$ cat src/rtl/color_sequencer.sv
// color_sequencer: steps a colour code through [FIRST..LAST] up or down with wrap,
// driven by a prescaler (auto) or continue_btn rising edges, with hold and load.
module color_sequencer #(
    parameter int WIDTH    = 4,
    parameter int FIRST    = 2,
    parameter int LAST     = 5,
    parameter int PRESCALE = 1
) (
    input  logic             clk,
    input  logic             rst,
    input  logic             mode,
    input  logic             dir,
    input  logic             continue_btn,
    input  logic             hold,
    input  logic             load,
    input  logic [WIDTH-1:0] load_val,
    output logic [WIDTH-1:0] color,
    output logic             step,
    output logic             wrap
);
    localparam int PW = PRESCALE > 1 ? $clog2(PRESCALE) : 1;
    localparam logic [WIDTH-1:0] F = WIDTH'(FIRST);
    localparam logic [WIDTH-1:0] L = WIDTH'(LAST);
    localparam logic [PW-1:0] PMAX = PW'(PRESCALE - 1);
    logic [PW-1:0] pre;
    logic btn_q, step_req, in_range, load_ok, nwrap;
    logic [WIDTH-1:0] nxt;
    always_comb begin
        step_req = mode ? (continue_btn & ~btn_q) : (pre == PMAX);
        in_range = color >= F && color <= L;
        load_ok  = load_val >= F && load_val <= L;
        nwrap    = in_range && (dir ? color == F : color == L);
        // range checks precede +/-1, so the arithmetic never overflows
        nxt      = !in_range ? F : nwrap ? (dir ? L : F) : dir ? color - 1'b1 : color + 1'b1;
    end
    always_ff @(posedge clk) begin
        if (rst) begin
            color <= F;
            step  <= 1'b0;
            wrap  <= 1'b0;
            pre   <= '0;
            btn_q <= 1'b0;
        end else begin
            btn_q <= continue_btn;
            step  <= 1'b0;
            wrap  <= 1'b0;
            if (load) begin
                color <= load_ok ? load_val : F;
                pre   <= '0;
            end else if (hold) begin
                pre <= mode ? '0 : pre;
            end else begin
                pre <= (mode || pre == PMAX) ? '0 : pre + 1'b1;
                if (step_req) begin
                    color <= nxt;
                    step  <= 1'b1;
                    wrap  <= nwrap;
                end
            end
        end
    end
endmodule
$ cat config.mk
export PLATFORM = sky130hd
export DESIGN_NAME = color_sequencer
export DESIGN_NICKNAME = d
export VERILOG_FILES = /design/src/rtl/color_sequencer.sv
export SDC_FILE = /design/constraint.sdc
export NUM_CORES = 1
export LEC_CHECK = 0
export ABC_CLOCK_PERIOD_IN_PS = 1600
export CAP_MARGIN = 10
export CORE_AREA = 2 2 39 41
export CTS_BUF_LIST = sky130_fd_sc_hd__clkbuf_8
export DETAILED_ROUTE_END_ITERATION = 12
export DIE_AREA = 0 0 41 43
export GPL_ROUTABILITY_DRIVEN = 0
export PLACE_DENSITY = 0.67
export SLEW_MARGIN = 30
export SYNTH_ARGS = -nofsm -noshare
export SYNTH_HDL_FRONTEND = slang
export SYNTH_SLANG_ARGS = --single-unit
$ cat constraint.sdc
create_clock -name clk -period 1.6 [get_ports clk]
set_input_delay 0.24 -clock clk [delete_from_list [all_inputs] [get_ports clk]]
set_output_delay 0.24 -clock clk [all_outputs]
set_load 0.05 [all_outputs]
# Yosys cells after proc, flatten, opt, wreduce, memory -nomap -nowiden
# Cells that the tools add are included.
# op_classes
muxes	14
n_eq_ne	4
n_reduce_logical	9
n_lt_le_gt_ge	4
bitwise_logic	4
n_addsub	3
# ops
cell	count
4-bit 2-to-1 mux	7
4-bit by 2-bit greater-or-equal comparator with 1-bit output (second input constant)	2
4-bit by 3-bit less-or-equal comparator with 1-bit output (second input constant)	2
1-bit 2-to-1 mux	6
4-bit by 1-bit adder with 4-bit output (second input constant)	1
4-bit by 2-bit == test with 1-bit output (second input constant)	1
4-bit by 3-bit == test with 1-bit output (second input constant)	1
4-bit OR reduction	1
4-bit by 1-bit subtractor with 4-bit output (second input constant)	1
1-bit logical AND	3
3-bit 2-to-1 mux	1
1-bit inverter	3
3-bit OR reduction	1
2-bit by 1-bit != test with 1-bit output (second input constant)	1
2-bit != test (second input constant)	1
2-bit AND reduction	1
2-bit nonzero test	1
2-bit OR reduction	1
1-bit adder (second input constant)	1
1-bit AND	1
1-bit logical OR	1
# totals
regBits	8
output_inout_bits	6
elab_cells	43

# Depth between registers and ports, before layout
# depth
word_depth	8
depth_mapped	5
depth_no_buf	5

# Worst setup path after synthesis
# No wires, ideal clock.
# synth_path
path_kind	reg-to-reg
from	register color[0]
to	register color[1]
path_buffers	0
arrival_time_ps	1777
stages_incl_launch_ff	5
required_ps	1478
setup_slack_ps	-299
cell_sequence	dfxtp_1 -> inv_1 -> fa_1 -> o211ai_1 -> a311o_1
# synth_between
elab_chain_cells	8
elab_cells_between_ends	15
cone_classes	add/sub (2); order compare (2); eq/ne (2); mux (7); reduce/logical (2)
# synth_rtl
item	line	text
from (decl)	17	output logic [WIDTH-1:0] color,
from (signal assigned)	48	color <= load_ok ? load_val : F;
from (signal assigned)	55	color <= nxt;
4-bit by 2-bit greater-or-equal comparator with 1-bit output, or another cell as far along	30	in_range = color >= F && color <= L;
1-bit logical AND / 1-bit 2-to-1 mux (equally long branches)	30, 32	
1-bit logical AND	32	nwrap = in_range && (dir ? color == F : color == L);
4-bit 2-to-1 mux	34	nxt = !in_range ? F : nwrap ? (dir ? L : F) : dir ? color - 1'b1 : color + 1'b1;
4-bit 2-to-1 mux *	34	
4-bit 2-to-1 mux *	54	if (step_req) begin
4-bit 2-to-1 mux *	50	end else if (hold) begin
4-bit 2-to-1 mux *	47	if (load) begin
# Mark *: on every way between the ends. The rest lies on a longest branch, timed or not. The select of a mux whose other input is x is not followed.
# A chain may end at the register's enable or synchronous reset.

# Final worst setup path
# layout_path
from	input hold
to	register color[1]
# layout_between
elab_chain_cells	2
# layout_rtl
item	line	text
from (decl)	14	input logic hold,
2-bit by 1-bit != test with 1-bit output (no source line)	--	
2-bit AND reduction (no source line)	--	
# No other way between the ends.

==> impl_results.md <==
- Setup ws final: 0.0346 ns
- Startpoint types: input pin
- Worst Setup SP: hold
- Setup Crit Path Kind: input pin to flop
- Actual slew at the worst max-slew pin: 0.238 ns
- Synthesized net count: 68
- Area Overhead vs Synth: 60.0%
- Ant diodes: 0
- First-pass GRT wire length: 1750 µm
- WL per Instance: 10.9 µm
- Layout Skew: 0.00343 ns
- Final Critical Period: 1.57 ns
- Cell Count, Final, Fillers Out: 97
- Vias per cell: 5.09
- PortBufs: 16
- Routed WL: 1060 µm
- Residual DRC: 0
- Final nets: 96
- Setup_tns: 0 ns
- Setup bufs post-CTS: 0
- Area leader, netlist: dfxtp_1
- Worst Path Buf+Inv: 1
- Reg2reg start: color[0]
- Fin. max-slew vios: 0
- Overall routing resource usage: 15.2%
- Synthesis-stage register bit count: 8
- Skew-Pair Late Insertion Delay: 0.23 ns
- Io pins: 17
- Total number of vias: 494
- Critical Path Sink Type: flop
- TritonCTS clock tree: yes
- Synthesized instance count: 54
- Hold buffers post-CTS: 0
- CTS sink cnt: 8
- Final hold vios: 0
- Placed cells: 93
- Root Buffer: clkbuf_8
- Initial Utilization: 34.8%
- Max Cap Viol: 0
- Crit path DAT: 1.68 ns
- CORE AREA: 0.00138 mm²
- CTS buffer count: 3
- Worst min-delay path category: flop to flop
- Iter 0 DRT Violations: 4
- Rows: 14
- Max VDD drop: 0.000509 V
- LEAKAGE: 0.337 nW
- Number of global-route vias before repair: 439
- Worst hold start: pre
- Die footprint: 0.00176 mm²
- Pin count of the biggest net entering global routing: 8
- Grt total ovfl: 0
- Slowest cell on crit path: clkdlybuf4s50_1
- Yosys warning count: 0
- Pre-Repair DR Iteration Count: 3
- Slew margin rel.: 84.0%
- Post-synth top flop: dfxtp_1
- Commonest cells post-synth: dfxtp_1 (8), nor2_1 (7), nor2b_1 (4)
- Highest clock rate: 0.639 GHz
- Minimum hold slack: 0.447 ns
- Crit-path max FO: 6
- Cell Pwr Density: 895 mW/mm²
- Placement Setup Slack: -0.277 ns
- Avg Inst Size Synth: 8.92 µm²
- Ys async rst share: 0%
- Mapped cell area: 482 µm²
- Status: finished clean
- Top-area cell type share of the netlist area: 33.2%
- Final Cycle Share: 97.8%
- Critical path's top delay family: simple AND/OR/NAND/NOR gates
- Post-DP HPWL: 867 µm
- H-tree levels: 1
- Max clock buf depth: 2
- Slowest stage delay, CP: 0.47 ns
- Die X: 41 µm
- ANT nets after route: 0
- Initial antenna violation count: 0
- Die height: 43 µm
- Data required time of the critical path: 1.71 ns
- Number of synthesized flops with an enable pin: 0
- Yosys cell types: 28
- Share of layout cells above drive strength 1: 28.4%
- Most numerous cell in the Yosys netlist: dfxtp_1
- CP cell instances: clkdlybuf4s50_1 > and4bb_1 > or3_1 > a311o_1
- Sequential fraction of the synthesis area: 33.2%
- Area contributors post-synth: dfxtp_1 (33%), nor2_1 (5.5%), ha_1 (5.2%), nor2b_1 (5.2%), fa_1 (4.2%)
- # setup viols final: 0
- Overall Power: 690 µW
- Unrepaired setup endpoints after global routing: false
- Clk slew on worst S/H paths: 0.04 ns
-- worst paths after layout --
check             end  slack [ns]  depth (start not counted)
min reg2reg       pre        0.45                          2
max reg2reg  color[1]        0.19                          4
max          color[1]        0.03                          4
min               pre        0.45                          2
-- state kept, by name (all words and copies together) (netlist names) --
register and flops:
wrap 1, btn_q 1, pre 1, color 4, step 1
-- cells by family after synthesis --
family	share of synthesized area (%)
simple gates	30.4
flops	33.2
fa+ha+maj	9.35
buf+inv	3.38
compound gates	18.2
xor+xnor	5.46
-- report_power, final --
part,internal [mW],leakage (nW),switching [mW]
logic,0.109,0.244,0.108
clock network,0.166,0.0269,0.0791
registers,0.213,0.0666,0.0153
-- layout by cell type (no fill, tap or decap), types with 2 or more instances in the layout --
cell type,Yosys,routed
buf_4,0,13
clkdlybuf4s50_1,0,9
nor2_1,7,7
dfxtp_1,8,5
inv_1,3,4
nor2b_1,4,4
clkbuf_8,0,3
nor3_1,2,2
nand2b_1,2,2
xnor2_1,2,2
a21o_1,2,2
o211ai_1,2,2
a311oi_1,2,2
nand3_1,2,2
ha_1,2,2
dfxtp_4,0,2
-- worst reg2reg max path: cells and delay by family (launching register included) --
family          cells  cell delay (ns)
compound gates      2             0.35
fa+ha+maj           1             0.50
buf+inv             1             0.07
flops               1             0.37
-- timing repair --
item	in CTS	in global routing
setup endpoints to repair	2	3
pin swaps	1	3
resized for setup	1	3
-- final cells by class --
cell class | instances | area (µm²)
clock inverter | 1 | 3.75
tap | 16 | 20.0
multi-input combinational | 42 | 314
timing repair buffer | 24 | 211
fill | 126 | 613
inverter | 3 | 11.3
sequential | 8 | 169
clock buffer | 3 | 41.3
-- through the flow --
stage | instance area, µm² | util [%]
final | 771 | 55.7
after floorplan | 490 | -
after CTS | 759 | 54.9
after global placement | 711 | 51.4
after global routing | 771 | 55.7
after detailed placement | 711 | 51.4
-- routing by layer --
metal  global-route usage [%]  up-vias  share of wire [%]
met4                     8.00        0                2.4
li1                         -      253                  -
met2                     20.3       14                 44
met5                        0        -                  0
met3                     7.85        5                5.8
met1                     19.2      222                 48
(Power assumes the default switching activity.)
